===== src/rtl/dtlb_pw_arbiter.sv =====
// dtlb_pw_arbiter
//   Shares a single page walker between NUM_RQ AGU page-walk request ports.
//   Requests are granted round-robin, exactly one walk is in flight at a time,
//   and the walk result is broadcast to every requester tagged with the
//   owner's rqID.
//
// Handshakes:
//   The walk start uses valid/ready. OUT_walk_valid rises in ISSUE and holds
//   with a stable OUT_walk_addr/OUT_walk_rootPPN until IN_walk_ready is
//   sampled high. IN_walk_done is a 1-cycle pulse. It is accepted in WALK, or
//   in ISSUE together with IN_walk_ready (zero-latency walker).
//   Each requester holds IN_req_valid until it sees OUT_pw_busy with its own
//   rqID, then waits for OUT_pw_valid (a 1-cycle broadcast) with that rqID.
//
// Ports:
//   clk, rst                 clock, asynchronous active-low reset
//   IN_req_valid/addr/rootPPN per-requester request (slice i = requester i)
//   OUT_walk_valid, IN_walk_ready, OUT_walk_addr, OUT_walk_rootPPN  walk start
//   IN_walk_done, IN_walk_res walker completion and result
//   OUT_pw_busy, OUT_pw_rqID  ownership indication (ISSUE/WALK)
//   OUT_pw_valid, OUT_pw_res, OUT_pw_addr  result broadcast (RESP)
//   OUT_walkCnt               completed-walk counter (wraps)
//   OUT_dbg_state             current FSM state, for observation only
module dtlb_pw_arbiter #(
    parameter int NUM_RQ = 3,
    parameter int RQID_W = 2
) (
    input  logic                 clk,
    input  logic                 rst,
    input  logic [NUM_RQ-1:0]    IN_req_valid,
    input  logic [NUM_RQ*32-1:0] IN_req_addr,
    input  logic [NUM_RQ*22-1:0] IN_req_rootPPN,
    output logic                 OUT_walk_valid,
    input  logic                 IN_walk_ready,
    output logic [31:0]          OUT_walk_addr,
    output logic [21:0]          OUT_walk_rootPPN,
    input  logic                 IN_walk_done,
    input  logic [27:0]          IN_walk_res,
    output logic                 OUT_pw_busy,
    output logic [RQID_W-1:0]    OUT_pw_rqID,
    output logic                 OUT_pw_valid,
    output logic [27:0]          OUT_pw_res,
    output logic [31:0]          OUT_pw_addr,
    output logic [31:0]          OUT_walkCnt,
    output logic [1:0]           OUT_dbg_state
);

    typedef enum logic [1:0] {
        IDLE  = 2'd0,
        ISSUE = 2'd1,
        WALK  = 2'd2,
        RESP  = 2'd3
    } state_t;

    state_t            state, state_nxt;
    logic [RQID_W-1:0] rr_ptr;
    logic [RQID_W-1:0] grant_idx;
    logic [RQID_W-1:0] rr_nxt;
    logic [RQID_W-1:0] grant_q;
    logic              grant_found;
    logic              load_grant;
    logic              load_res;
    logic [31:0]       addr_q;
    logic [21:0]       root_q;
    logic [27:0]       res_q;
    logic [31:0]       walk_cnt;
    logic              walk_valid_q;
    logic              busy_q;
    logic              pw_valid_q;

    // Round-robin scan: first valid index starting at rr_ptr, wrapping.
    always_comb begin
        grant_found = 1'b0;
        grant_idx   = '0;
        for (int k = 0; k < NUM_RQ; k++) begin
            int idx;
            idx = int'(rr_ptr) + k;
            if (idx >= NUM_RQ) idx = idx - NUM_RQ;
            if (!grant_found && IN_req_valid[idx]) begin
                grant_found = 1'b1;
                grant_idx   = RQID_W'(idx);
            end
        end
    end

    assign rr_nxt = (grant_idx == RQID_W'(NUM_RQ - 1)) ? '0 : grant_idx + 1'b1;

    // Next-state logic. Requests are only looked at in IDLE, so requesters
    // arriving during a walk keep waiting with valid held.
    always_comb begin
        state_nxt  = state;
        load_grant = 1'b0;
        load_res   = 1'b0;
        case (state)
            IDLE: begin
                if (grant_found) begin
                    state_nxt  = ISSUE;
                    load_grant = 1'b1;
                end
            end
            ISSUE: begin
                // done without ready is illegal and simply ignored here
                if (IN_walk_ready) begin
                    if (IN_walk_done) begin
                        state_nxt = RESP;
                        load_res  = 1'b1;
                    end else begin
                        state_nxt = WALK;
                    end
                end
            end
            WALK: begin
                if (IN_walk_done) begin
                    state_nxt = RESP;
                    load_res  = 1'b1;
                end
            end
            RESP:    state_nxt = IDLE;
            default: state_nxt = IDLE;
        endcase
    end

    // All outputs come straight from flops; the control flags are
    // registered from the next state so they line up with the state.
    always_ff @(posedge clk or negedge rst) begin
        if (!rst) begin
            state        <= IDLE;
            rr_ptr       <= '0;
            grant_q      <= '0;
            addr_q       <= '0;
            root_q       <= '0;
            res_q        <= '0;
            walk_cnt     <= '0;
            walk_valid_q <= 1'b0;
            busy_q       <= 1'b0;
            pw_valid_q   <= 1'b0;
        end else begin
            state        <= state_nxt;
            walk_valid_q <= (state_nxt == ISSUE);
            busy_q       <= (state_nxt == ISSUE) || (state_nxt == WALK);
            pw_valid_q   <= (state_nxt == RESP);
            if (load_grant) begin
                rr_ptr  <= rr_nxt;
                grant_q <= grant_idx;
                addr_q  <= IN_req_addr[32*grant_idx +: 32];
                root_q  <= IN_req_rootPPN[22*grant_idx +: 22];
            end
            if (load_res) res_q <= IN_walk_res;
            if (state_nxt == RESP) walk_cnt <= walk_cnt + 32'd1;
        end
    end

    assign OUT_walk_valid   = walk_valid_q;
    assign OUT_walk_addr    = addr_q;
    assign OUT_walk_rootPPN = root_q;
    assign OUT_pw_busy      = busy_q;
    assign OUT_pw_rqID      = grant_q;
    assign OUT_pw_valid     = pw_valid_q;
    assign OUT_pw_res       = res_q;
    assign OUT_pw_addr      = addr_q;
    assign OUT_walkCnt      = walk_cnt;
    assign OUT_dbg_state    = state;

    a_done_needs_ready: assert property (@(posedge clk) disable iff (!rst)
        !(state == ISSUE && IN_walk_done && !IN_walk_ready));

endmodule


===== config.mk =====
export PLATFORM = sky130hd
export DESIGN_NAME = dtlb_pw_arbiter
export DESIGN_NICKNAME = d
export VERILOG_FILES = /design/src/rtl/dtlb_pw_arbiter.sv
export SDC_FILE = /design/constraint.sdc
export NUM_CORES = 1
export LEC_CHECK = 0
export ABC_AREA = 0
export CAP_MARGIN = 20
export CORE_MARGIN = 2
export CORE_UTILIZATION = 36
export DETAILED_ROUTE_END_ITERATION = 6
export HOLD_SLACK_MARGIN = 0.06
export PLACE_DENSITY = 0.77
export SYNTH_ARGS = -nofsm -noshare
export SYNTH_HDL_FRONTEND = slang
export SYNTH_SLANG_ARGS = --single-unit

===== constraint.sdc =====
create_clock -name clk -period 3.6 [get_ports clk]
set_clock_uncertainty 0.1 [all_clocks]
set_input_delay 0.72 -clock clk [delete_from_list [all_inputs] [get_ports clk]]
set_output_delay 0.72 -clock clk [all_outputs]
set_load 0.02 [all_outputs]

==> results.md <==
* Worst-path maximum fanout at 4
* Max-cap violation count at 0
* Number of setup violations in the final report at 0
* Period utilization at a little over nine tenths
* Site row count at slightly below 50
* Number of vias per cell after detailed routing at 4.80
* Cell accounting for the most synthesized area: sky130_fd_sc_hd__dfrtp_1
* Cell with the largest stage delay on the worst path: sky130_fd_sc_hd__or4_4
* Clock transition at the registers of the reported paths at 0.07 ns
* Number of warnings printed during yosys synthesis at 0
* Worst setup EP type: flop
* Dominant cell by count in the synthesized netlist: sky130_fd_sc_hd__dfrtp_1
* Core Util, Final at 60.2%
* Synthesis-to-layout area growth at 63.6%
* Clk sink count at 123
* Run status: finished, violations left
* Synthesized net count at 798
* TritonCTS clock tree: built
* Die outline area at 19600 sq um
* Overall routing resource usage at 20.1%
* Part of the Yosys area used for sequential elements at ~46%
* Post-route cell area at roughly 11000 sq um
* Pleak at 4.77 nW
* Crit path top cell by count: sky130_fd_sc_hd__nand2_1
* Final-report max-slew violation count at 0
* Synth unique cells at 44
* Core ar. at 18100 sq um
* Slew @ Worst Pin at between 0.9 and 1 ns
* Worst hold margin at about 0.15 ns
* Fraction of layout instances using a drive strength above 1 at roughly 16%
* Setup tns final at 0 ns
* Horizontal die dimension at 140 um
* Placed cell areas at 10300 sq um
* Number of cell instances on the worst register-to-register path at 13
* Largest net degree at the start of global routing at 65
* Fraction of post-synthesis cell area in the top cell type by area at 46.2%
* Most common flop cell mapped by yosys: sky130_fd_sc_hd__dfrtp_1
* Number of global-route vias before repair at 5583
* Starting DRT DRC Count at 232
* Via count of the routed design at about 5600
* Number of register bits inferred by synthesis at 123
* End of the worst register-to-register path: OUT_walkCnt[28]
* Starting utilization of the core area at 36.8%
* Source-to-sink clock delay at the later pin of the worst-skew pair at 0.41 ns
* CP Class: in -> reg
* Antenna violations before repair at 0
* Violations in the final reports: design-rule violations
* Total gr overflow at 0
* Relative slew margins at 35.1%
* Total power at 0.00971 W
* Fillcell total at around 1500
* Final worst path period need at between 3 and 4 ns
* List of most frequent post-synthesis cells: 123 x sky130_fd_sc_hd__dfrtp_1, 79 x sky130_fd_sc_hd__nand2_1, 60 x sky130_fd_sc_hd__inv_1
* Global-route wire length before repair at 30900 um
* Synthesized instance count at slightly below 600
* Net count of the finished layout at 1131
* Average detailed-routed wire length per instance at 17.3 um
* Total of hold buffers inserted after clock tree synthesis at 0
* Highest cell delay on the worst timing path at 0.57 ns
* I/O pin count at 350
* Worst hold-check path type: in -> async
* Maximum level of the CTS H-tree at 4
* Reg-to-reg startpoint: rr_ptr[1]
* Worst Path Arrival at 3.63 ns
* Wire length after detailed routing at between 20000 and 25000 um
* Root Driver: sky130_fd_sc_hd__clkbuf_16
* Routability-driven placement congestion ratio at 0.799
* Largest delay contributor family on the critical path: simple AND/OR/NAND/NOR gates
* Pwr Density at 892 nW/um^2
* FMAX at about 290 MHz
* Detailed placement HPWL at 15300 um
* Setup slack of the most critical reg-to-reg path at 0.23 ns
* Die span in y at 140 um
* Bufs on Longest Clock Path at 2
* Number of enable-type register cells in the synthesized netlist at 0
* Remaining antenna violation count after routing at 0
* Critical path buffer and inverter count at 1
* Final hold violations at 0
* # port buffers at 349
* Total CTS buffers at 17
* Ant diodes at 0
* Critical Path Source Type: input pin
* Avg Synthesized Cell Area at 11.3 sq um
* Series of cell instances along the critical path: clkdlybuf4s50_1 -> mux2i_2 -> mux2_4 -> nand2_1 -> or3_1 -> a21oi_2 -> ha_2 -> and4_1 -> nand2_1 -> or4_4 -> nor2_1 -> xor2_1
* Peak supply drop at 0.546 mV
* First drt pass iteration count at 7
* Synth top area cells: sky130_fd_sc_hd__dfrtp_1 46%, sky130_fd_sc_hd__o221ai_2 11%, sky130_fd_sc_hd__mux2i_1 8.4%
* Number of remaining DRC errors at 30
* Synthesized area at 6660 sq um
* Share of async-settable or async-resettable flops after synthesis at 100%
* Endpoint required time on the critical path at 3.84 ns
cell type report:
cell class / instances / area, sq um / area share (%)
repair buffers: 375 / 3720 / 34.2
clock buffers: 17 / 425 / 3.90
multi-input cells: 345 / 3000 / 27.6
inverters: 60 / 225 / 2.07
well taps: 229 / 287 / 2.63
clock inverters: 15 / 153 / 1.40
flip-flops and latches: 123 / 3080 / 28.2
placed cells by master (no fill, tap or decap), types with 2 or more instances in the layout:
cell type / synthesis / layout
sky130_fd_sc_hd__nor2_1: 10 / 7
sky130_fd_sc_hd__and3_1: 4 / 4
sky130_fd_sc_hd__nand2b_1: 5 / 5
sky130_fd_sc_hd__mux2_2: 32 / 31
sky130_fd_sc_hd__mux2i_1: 56 / 55
sky130_fd_sc_hd__inv_8: 0 / 3
sky130_fd_sc_hd__buf_4: 43 / 24
sky130_fd_sc_hd__a21oi_1: 6 / 5
sky130_fd_sc_hd__clkbuf_16: 0 / 17
sky130_fd_sc_hd__ha_1: 12 / 10
sky130_fd_sc_hd__o22ai_1: 2 / 2
sky130_fd_sc_hd__o221ai_2: 49 / 49
sky130_fd_sc_hd__nand3_1: 8 / 8
sky130_fd_sc_hd__clkinvlp_4: 0 / 3
sky130_fd_sc_hd__inv_1: 60 / 60
sky130_fd_sc_hd__clkinv_4: 0 / 2
sky130_fd_sc_hd__inv_6: 0 / 5
sky130_fd_sc_hd__buf_12: 0 / 3
sky130_fd_sc_hd__xnor2_1: 23 / 23
sky130_fd_sc_hd__and4_1: 3 / 3
sky130_fd_sc_hd__xor2_1: 8 / 8
sky130_fd_sc_hd__a31oi_1: 2 / 2
sky130_fd_sc_hd__clkdlybuf4s50_1: 0 / 348
sky130_fd_sc_hd__o21ai_0: 6 / 6
sky130_fd_sc_hd__nand2_1: 79 / 79
sky130_fd_sc_hd__nor2_2: 0 / 3
sky130_fd_sc_hd__o221ai_1: 5 / 5
sky130_fd_sc_hd__nor2b_1: 6 / 6
sky130_fd_sc_hd__and2_1: 2 / 2
sky130_fd_sc_hd__dfrtp_1: 123 / 123
sky130_fd_sc_hd__ha_2: 0 / 2
sky130_fd_sc_hd__nand4_1: 7 / 7
registers in the layout, summed over array words and instances (netlist names):
name	cells
OUT_dbg_state	2
OUT_pw_addr	32
OUT_pw_busy	1
OUT_pw_res	28
OUT_pw_rqID	2
OUT_pw_valid	1
OUT_walkCnt	32
OUT_walk_rootPPN	22
OUT_walk_valid	1
rr_ptr	2
power breakdown:
group	leakage [nW]	switching [W]	internal, W
clock	0.277	0.000697	0.000975
sequential	1.55	0.000375	0.00195
combinational	2.94	0.00298	0.00273
metrics by stage:
| step | cells | setup slack, ns |
|---|---|---|
| after floorplan | 589 | 0.113 |
| after global placement | 1132 | -0.294 |
| after detailed placement | 1132 | -0.328 |
| after CTS | 1164 | 0.0999 |
| after global routing | 1164 | -0.0137 |
| final | 1164 | 0.207 |
worst max path at each step:
stage                          from         endpoint  slack (ns)  cells after the start
floorplan                 rr_ptr[1]  OUT_walkCnt[31]        0.11                     14
global placement    IN_req_valid[1]  OUT_walkCnt[31]       -0.29                     14
detailed placement  IN_req_valid[1]  OUT_walkCnt[28]       -0.33                     12
CTS                       rr_ptr[1]  OUT_walkCnt[31]         0.1                     15
global route              rr_ptr[1]  OUT_walkCnt[28]       -0.01                     13
finish              IN_req_valid[1]  OUT_walkCnt[28]        0.21                     12
metal layers:
| layer | share of wire [%] | vias up | track usage [%] |
|---|---|---|---|
| met4 | 0.70 | 0 | 4.20 |
| li1 | - | 2693 | - |
| met3 | 9.0 | 13 | 7.32 |
| met2 | 50 | 238 | 34.5 |
| met1 | 40 | 2644 | 24.4 |
| met5 | 0 | - | 0 |
logic make-up after synthesis:
kind of cell	synth area share, %
AND/OR/NAND/NOR	9.13
adder cells (fa/ha/maj)	2.25
multiplexers	13.8
flip-flops	46.2
XOR/XNOR	4.08
buffers and inverters	9.90
AO/OA/AOI/OAI	14.6
what timing repair did:
item,4_1_cts,5_1_grt
resized for setup,0,9
buffers inserted,0,0
endpoints found under the setup margin,0,15
hold endpoints to repair,0,0
Note: power is estimated with default switching activity, not from simulation.
